[src/rtl/spi_tx_scheduler.sv]
// spi_tx_scheduler
//   Collects filtered samples from three Kalman channels into per-channel
//   holding registers and offers them one at a time, round-robin, to an SPI
//   slave serializer that is clocked by the Raspberry Pi's chip select.
//
//   Flow: IDLE -> LOAD (grant one channel) -> PRESENT (filter_done=1, wait
//   for a CS fall) -> XFER (wait for CS rise) -> GAP (hold-off) -> IDLE.
//
// Ports
//   clk, rst_n                   system clock, synchronous active-low reset
//   ch0_data..ch2_data [15:0]    channel samples
//   ch_valid [2:0]               per-channel one-cycle "new sample" pulse
//   rpi_cs                       RPi chip select, active-low, asynchronous
//   ovr_clr                      pulse clearing overrun (and timeout) flags
//   filtered_data [15:0]         word offered to the serializer
//   filter_done                  word valid and awaiting a transaction
//   tx_channel [1:0]             channel index of filtered_data
//   overrun [2:0]                sticky: sample overwritten before sending
//   busy                         scheduler is not IDLE
//   timeout_flag                 sticky: offered word dropped, no CS came
//
// Build option
//   SCHED_TIMEOUT_EN  when defined, a word left in PRESENT for
//                     TIMEOUT_CYCLES cycles without a CS fall is dropped.
//                     When undefined, PRESENT waits forever and
//                     timeout_flag is tied low.

module spi_tx_scheduler #(
  parameter int unsigned HOLDOFF_CYCLES = 4,
  parameter int unsigned TIMEOUT_CYCLES = 1000000
) (
  input  logic        clk,
  input  logic        rst_n,
  input  logic [15:0] ch0_data,
  input  logic [15:0] ch1_data,
  input  logic [15:0] ch2_data,
  input  logic [2:0]  ch_valid,
  input  logic        rpi_cs,
  input  logic        ovr_clr,
  output logic [15:0] filtered_data,
  output logic        filter_done,
  output logic [1:0]  tx_channel,
  output logic [2:0]  overrun,
  output logic        busy,
  output logic        timeout_flag
);

  localparam logic [2:0] ST_IDLE    = 3'd0;
  localparam logic [2:0] ST_LOAD    = 3'd1;
  localparam logic [2:0] ST_PRESENT = 3'd2;
  localparam logic [2:0] ST_XFER    = 3'd3;
  localparam logic [2:0] ST_GAP     = 3'd4;

  logic [2:0]  state;
  logic [15:0] ch_data [3];
  logic [15:0] hold    [3];
  logic [2:0]  pending;
  logic [1:0]  last_grant;
  logic [1:0]  grant_ch;
  logic [1:0]  cand0, cand1, cand2;
  logic [2:0]  grant_mask;
  logic [2:0]  ovr_evt;
  logic [31:0] gap_cnt;
  logic        cs_meta, cs_sync, cs_prev;
  logic        cs_fall, cs_rise;
  logic        to_hit;

  function automatic logic [1:0] next_ch(input logic [1:0] c);
    return (c == 2'd2) ? 2'd0 : c + 2'd1;
  endfunction

  assign ch_data[0] = ch0_data;
  assign ch_data[1] = ch1_data;
  assign ch_data[2] = ch2_data;

  // CS synchronizer; flops reset to 1 so CS looks inactive out of reset.
  always_ff @(posedge clk) begin
    if (!rst_n) begin
      cs_meta <= 1'b1;
      cs_sync <= 1'b1;
      cs_prev <= 1'b1;
    end else begin
      cs_meta <= rpi_cs;
      cs_sync <= cs_meta;
      cs_prev <= cs_sync;
    end
  end

  // A fall can only be seen in PRESENT if CS was high on the previous
  // cycle, so a transaction already running when the word is presented
  // needs a rise before it can produce a fall: it is never claimed.
  assign cs_fall = cs_prev & ~cs_sync;
  assign cs_rise = ~cs_prev & cs_sync;

  // Round-robin search beginning after the last granted channel.
  always_comb begin
    cand0 = next_ch(last_grant);
    cand1 = next_ch(cand0);
    cand2 = next_ch(cand1);
    if (pending[cand0])      grant_ch = cand0;
    else if (pending[cand1]) grant_ch = cand1;
    else                     grant_ch = cand2;
  end

  always_comb begin
    grant_mask = 3'b000;
    if (state == ST_LOAD) grant_mask[grant_ch] = 1'b1;
  end

  // A sample arriving on the channel being granted is simply the next
  // sample for that channel, not an overwrite.
  assign ovr_evt = ch_valid & pending & ~grant_mask;

  always_ff @(posedge clk) begin
    for (int i = 0; i < 3; i++) begin
      if (ch_valid[i]) hold[i] <= ch_data[i];
    end
  end

  always_ff @(posedge clk) begin
    if (!rst_n) begin
      pending <= 3'b000;
      overrun <= 3'b000;
    end else begin
      pending <= ch_valid | (pending & ~grant_mask);
      overrun <= (overrun & {3{~ovr_clr}}) | ovr_evt;
    end
  end

`ifdef SCHED_TIMEOUT_EN
  localparam int TO_W = (TIMEOUT_CYCLES > 1) ? $clog2(TIMEOUT_CYCLES) : 1;
  logic [TO_W-1:0] to_cnt;

  assign to_hit = (state == ST_PRESENT) && !cs_fall &&
                  (to_cnt == TO_W'(TIMEOUT_CYCLES - 1));

  always_ff @(posedge clk) begin
    if (!rst_n) begin
      to_cnt       <= '0;
      timeout_flag <= 1'b0;
    end else begin
      if (state == ST_LOAD)         to_cnt <= '0;
      else if (state == ST_PRESENT) to_cnt <= to_cnt + TO_W'(1);
      timeout_flag <= (timeout_flag & ~ovr_clr) | to_hit;
    end
  end
`else
  // No timeout counter in this build; the parameter stays for interface
  // compatibility with the timeout-enabled build.
  assign to_hit       = 1'b0 && (TIMEOUT_CYCLES != 0);
  assign timeout_flag = 1'b0;
`endif

  always_ff @(posedge clk) begin
    if (!rst_n) begin
      state         <= ST_IDLE;
      filtered_data <= 16'h0000;
      filter_done   <= 1'b0;
      tx_channel    <= 2'd0;
      last_grant    <= 2'd2;
      gap_cnt       <= 32'd0;
    end else begin
      case (state)
        ST_IDLE: begin
          if (|pending) state <= ST_LOAD;
        end
        ST_LOAD: begin
          filtered_data <= hold[grant_ch];
          tx_channel    <= grant_ch;
          last_grant    <= grant_ch;
          filter_done   <= 1'b1;
          state         <= ST_PRESENT;
        end
        ST_PRESENT: begin
          if (cs_fall) begin
            filter_done <= 1'b0;
            state       <= ST_XFER;
          end else if (to_hit) begin
            filter_done <= 1'b0;
            state       <= ST_IDLE;
          end
        end
        ST_XFER: begin
          if (cs_rise) begin
            gap_cnt <= 32'd0;
            state   <= ST_GAP;
          end
        end
        ST_GAP: begin
          // GAP lasts HOLDOFF_CYCLES cycles, minimum one.
          if (gap_cnt + 32'd1 >= HOLDOFF_CYCLES) state <= ST_IDLE;
          else                                   gap_cnt <= gap_cnt + 32'd1;
        end
        default: state <= ST_IDLE;
      endcase
    end
  end

  assign busy = (state != ST_IDLE);

endmodule

[config.mk]
export PLATFORM = sky130hd
export DESIGN_NAME = spi_tx_scheduler
export DESIGN_NICKNAME = d
export VERILOG_FILES = /design/src/rtl/spi_tx_scheduler.sv
export SDC_FILE = /design/constraint.sdc
export NUM_CORES = 1
export LEC_CHECK = 0
export BUFFER_PORTS_ARGS = -buffer_cell sky130_fd_sc_hd__buf_4
export CORE_ASPECT_RATIO = 0.8
export CORE_MARGIN = 5
export CORE_UTILIZATION = 55
export DETAILED_ROUTE_END_ITERATION = 8
export GPL_TIMING_DRIVEN = 1
export PLACE_DENSITY = 0.79
export SLEW_MARGIN = 10
export SYNTH_ARGS = -nofsm -noshare
export SYNTH_HDL_FRONTEND = slang
export SYNTH_SLANG_ARGS = --single-unit
[constraint.sdc]
create_clock -name clk -period 3.05 [get_ports clk]
set_input_delay 0.1525 -clock clk [delete_from_list [all_inputs] [get_ports clk]]
set_output_delay 0.1525 -clock clk [all_outputs]
set_load 0.01 [all_outputs]
# Word level (Yosys, flattened, before mapping)
# Memory sizes are Yosys's and may differ from the RTL's. A register that Yosys moved wholly into a read port is not among the register bits.
# Cells that the tools add are included.
[word_totals]
output_inout_bits = 24
memories = 1
reg_bits = 49
ram_bits = 48
[op_classes]
eq_ne = 12
order_cmp = 5
bitwise = 12
add_sub_neg = 4
mux = 28
n_reduce_logical = 10
[mem_list]
columns = ["name", "words", "width", "rd", "rd_ports_with_merged_regs", "write_ports", "line", "rtl"]
rows = [
  ["hold", 3, 16, 1, 1, 3, "56", "logic [15:0] hold [3];"],
]
[op_table]
columns = ["cell", "count"]
rows = [
  ["$mux W32", 2],
  ["$pmux W32 S2", 1],
  ["$add A32 B1 Y32 const B", 1],
  ["$ge A32 B3 Y1 const B", 1],
  ["$mux W3", 5],
  ["$pmux W3 S5", 1],
  ["$and A3 B3 Y3", 4],
  ["$mux W1", 10],
  ["$mux W2", 5],
  ["$ne A2 B2 Y1 const B", 5],
  ["$lt A2 B3 Y1 const B", 3],
  ["$add A2 B1 Y2 const B", 3],
  ["$eq A2 B2 Y1 const B", 3],
  ["$eq A3 B2 Y1 const B", 2],
  ["$or A3 B3 Y3", 2],
  ["$bmux W1 S2", 2],
  ["$reduce_and A4 Y1", 1],
  ["$reduce_bool A2 Y1", 2],
  ["$eq A3 B1 Y1 const B", 1],
  ["$eq A3 B3 Y1 const B", 1],
  ["$logic_not A3 Y1", 1],
  ["$not A1 Y1", 3],
  ["$not A3 Y3", 1],
  ["$reduce_and A3 Y1", 1],
  ["9 further kinds", 10],
]

# Longest topological paths before layout
[logic_depth]
depth_word = 16
ltp_mapped = 10
ltp_nobuf = 8

# Least setup slack after synthesis
# Ideal clock, no wire load.
[synth_path]
path_kind = "register to register"
start = "register gap_cnt[0]"
end = "register gap_cnt[23]"
path_buffers = 2
path_stages_with_launch = 11
synth_period_minus_slack_ns = 2.633
arrival_ns = 2.497
setup_time_ns = 0.135
path_slack_ns = 0.417
cell_sequence = "dfxtp_1 > ha_1 > nand4_1 > or4_1 > clkbuf_1 > nor4_1 > xnor2_1 > nand2_1 > nor4_4 > buf_6 > nor3b_2"
[synth_between]
elab_chain_cells = 4
[synth_lines]
columns = ["element", "line", "rtl"]
rows = [
  ["start, declared", "63", "logic [31:0] gap_cnt;"],
  ["start signal, assigned", "192", "else gap_cnt <= gap_cnt + 32'd1;"],
  ["$add A32 B1 Y32 *", "191, 192", ""],
  ["$ge A32 B3 Y1", "191", "if (gap_cnt + 32'd1 >= HOLDOFF_CYCLES) state <= ST_IDLE;"],
  ["$ne A2 B2 Y1 (no source line)", "n/a", ""],
  ["$reduce_and A3 Y1 (no source line)", "n/a", ""],
]
# Mark *: on every way between the ends. The rest lies on a longest branch, timed or not. The select of a mux whose other input is x is not followed.
# A chain may end at the register's enable or synchronous reset.

# Worst setup path after layout
[layout_path]
start = "register gap_cnt[0]"
end = "register gap_cnt[1]"
# Same word-level chain as after synthesis.

==> run_results.csv <==
group,metric,value,unit
status,status,"completed",
cts,post-cts-setup-buffer-count,0,
power,p_switching,0.766,mW
power,switching_share,25.4,%
drt,wl_per_cell,17.9,µm
cts,clk_pin_slew,0.10,ns
drt,top_layer,"met4",
power,p_int,2.26,mW
timing,worstMarginPinSlew,0.781,ns
floorplanning,die_w,111,µm
floorplanning,fp.dieArea,10100,µm²
global_route,overflow,0,
setup_path,crit_path_max_fanout,12,
final_layout,final_cell_mix,"buf_4 (85), dfxtp_1 (64), dlygate4sd3_1 (49), edfxtp_1 (48), nand2_1 (37)",
cts,cts_tree,"done",
floorplanning,fp.dieH,90.7,µm
final_layout,drive_gt1_share,25.0,%
timing,fmax,0.352,GHz
synth,async_reset_ff_share,0,%
drt,vias,3520,
synth,synth_edf_count,48,
synth,synth_nets,436,
cts,numClockSinks,112,
drt,drc,0,
cts,cts_buffers,9,
timing,min_period_over_period,93.1,%
final_layout,n_fill_cell,507,
power,total_power,3.02,mW
synth,syn_area_per_cell,11.8,µm²
drt,drt-initial-drc-count,422,
drt,met1Wirelength,4670,µm
placement,place_area,5150,µm²
global_route,grt_start_max_net_pins,35,
cts,insertion_delay,0.37,ns
timing,clock_skew,0.0130,ns
setup_path,rr_worst_depth,9,
final_layout,multiInputGateArea,1640,µm²
cts,clock-root-buffer,"clkbuf_8",
cts,htree_levels,3,
final_layout,antenna_cells,0,
drt,routed_wl,11100,µm
global_route,grt_pass1_wl,17800,µm
floorplanning,initial_core_util,56.4,%
synth,netlist_area,4480,µm²
setup_path,cp-end-kind,"register",
setup_path,cp-start-kind,"register",
drt,ant_nets,0,
worst_hold_path,min_path_cells,4,
timing,setup_viol,0,
power,pwr-share-seq,56.9,%
global_route,grt_usage,22.3,%
synth,synthFlopType,"dfxtp_1",
final_layout,area_growth,30.6,%
timing,hold_ws,0.106,ns
synth,ys_seq_area_share,60.7,%
flow_run,maxCapViolCount,0,
global_route,grt_pass1_vias,3502,
power,vdd_drop_max,0.391,mV
final_layout,layout_commonest_cell,"buf_4",
timing,hold_viol,0,
floorplanning,row_count,29,
placement,portBuffers,77,
setup_path,required,3.35,ns
drt,wl_met3,622,µm
synth,yosys_warnings,0,
floorplanning,ios,79,
cts,cts_buffer_depth,2,
timing,slew_viol_final,0,
drt,routed_via_density,5.69,
power,clockPowerShare,29.7,%
drt,wl_met2,5610,µm
placement,place_congestion,0.904,
floorplanning,coreArea,7950,µm²
setup_path,cp_data_arrival_time,3.14,ns
power,p_per_area,516,nW/µm²
final_layout,post-route-cell-area,5850,µm²
drt,firstDrtPassIters,4,
global_route,antenna_found_initial,0,
final_layout,final_util,73.6,%
power,p_comb_share,13.5,%
power,leakage,2.20,nW
placement,dpl.hpwl,6640,µm
worst_hold_path,hold_class,"in -> reg",
final_layout,final_nets,562,
timing,relSlewSlack,47.9,%
timing,finalCriticalPeriod,2.84,ns
final_layout,seqCellArea,2720,µm²
synth,syn_inst,380,
synth,synth_cell_types,62,
synth,ys_ff_latch,112,
setup_path,criticalPathCategory,"reg -> reg",
power by group through the flow:
stage | Clock [mW] | Combinational, mW | Sequential [mW]
after floorplan | 0 | 0.145 | 1.75
after global placement | 0 | 0.335 | 1.74
after detailed placement | 0 | 0.346 | 1.75
after CTS | 0.901 | 0.399 | 1.72
after global routing | 0.981 | 0.441 | 1.73
final | 0.897 | 0.407 | 1.72
worst max-delay path, stage by stage, from the launching register on:
cell	delay, ns
dfxtp_1	0.43
ha_1	0.28
nand4_1	0.14
or4_4	0.49
nor4_2	0.37
xnor2_1	0.16
nand2_1	0.12
nor4_4	0.31
buf_4	0.26
mux2i_1	0.20
metal layers:
metal | global-route usage (%) | vias up
li1 | - | 1687
met3 | 5.49 | 17
met1 | 28.0 | 1694
met4 | 6.56 | 0
met5 | 0 | -
met2 | 38.2 | 122
what timing repair did:
item / 4_1_cts / 5_1_grt
gates resized for setup: 0 / 2
setup endpoints to repair: 0 / 26
endpoints found under the hold margin: 49 / 0
hold buffers: 49 / 0
metrics by stage:
stage,worst slack [ns],std cells,setup TNS (ns)
after floorplan,0.417,380,0
after global placement,0.339,554,0
after detailed placement,0.195,554,0
after CTS,0.178,619,0
after global routing,-0.0107,619,-0.0174
final,0.210,619,0
final cells by class:
type,count,area share (%)
Clock buffer,9,2.12
Clock inverter,7,1.30
Inverter,6,0.385
Multi-Input combinational cell,243,28.1
Sequential cell,112,46.5
Tap cell,108,2.31
Timing Repair Buffer,134,19.3
path summary, 6_finish.rpt:
check                                        startpoint                       to  slack [ns]
worst max register to register  gap_cnt[0]$_SDFFE_PN0P_  gap_cnt[1]$_SDFFE_PN0P_        0.21
worst max-delay path            gap_cnt[0]$_SDFFE_PN0P_  gap_cnt[1]$_SDFFE_PN0P_        0.21
worst min-delay path                            ovr_clr    overrun[0]$_SDFF_PN0_        0.11
worst min register to register       cs_meta$_SDFF_PN1_       cs_sync$_SDFF_PN1_        0.43
cell usage after synthesis, drive strengths merged (2+ instances only):
| library cell | instances | area [µm²] |
|---|---|---|
| xnor2 | 6 | 52.6 |
| or3 | 3 | 20.0 |
| a221oi | 9 | 78.8 |
| buf | 6 | 52.5 |
| edfxtp | 48 | 1440 |
| o21ai | 23 | 115 |
| dfxtp | 64 | 1280 |
| a21boi | 10 | 75.1 |
| o21a | 4 | 30.0 |
| a221o | 7 | 70.1 |
| a21oi | 12 | 60.1 |
| nand2b | 3 | 18.8 |
| nand4 | 9 | 71.3 |
| nand3 | 7 | 35.0 |
| mux2i | 6 | 60.1 |
| nor2b | 4 | 25.0 |
| and2 | 2 | 13.8 |
| or2 | 2 | 15.0 |
| or4 | 4 | 33.8 |
| and3 | 4 | 26.3 |
| nor3 | 11 | 65.1 |
| clkbuf | 12 | 45.0 |
| nor3b | 30 | 265 |
| o22ai | 4 | 31.3 |
| inv | 6 | 22.5 |
| o31a | 2 | 18.8 |
| o211ai | 2 | 15.0 |
| nand4b | 3 | 26.3 |
| nor4 | 8 | 65.1 |
| nor2 | 14 | 52.6 |
| nand2 | 37 | 139 |
sequential cells by signal, summed over array words and instances (netlist names), 2 cells and up:
| register | cells |
|---|---|
| filtered_data | 16 |
| pending | 3 |
| hold | 48 |
| overrun | 3 |
| gap_cnt | 32 |
| tx_channel | 2 |
| state | 3 |
logic make-up (layout without fill, tap and decap cells):
logic type                 count (synthesis)  count (layout)  share of synthesized area (%)
muxes                                      6               6                           1.34
and+or+nand+nor                          144             144                           20.1
buffers and inverters                     25             156                           2.90
xor gates and xnor gates                   7               7                           1.37
other                                      1               1                         0.0837
DFF                                      112             112                           60.7
adders and majority gates                  2               2                          0.502
AOI/OAI and AO/OA                         83              83                           12.9
Power figures use the tool's default switching activity.
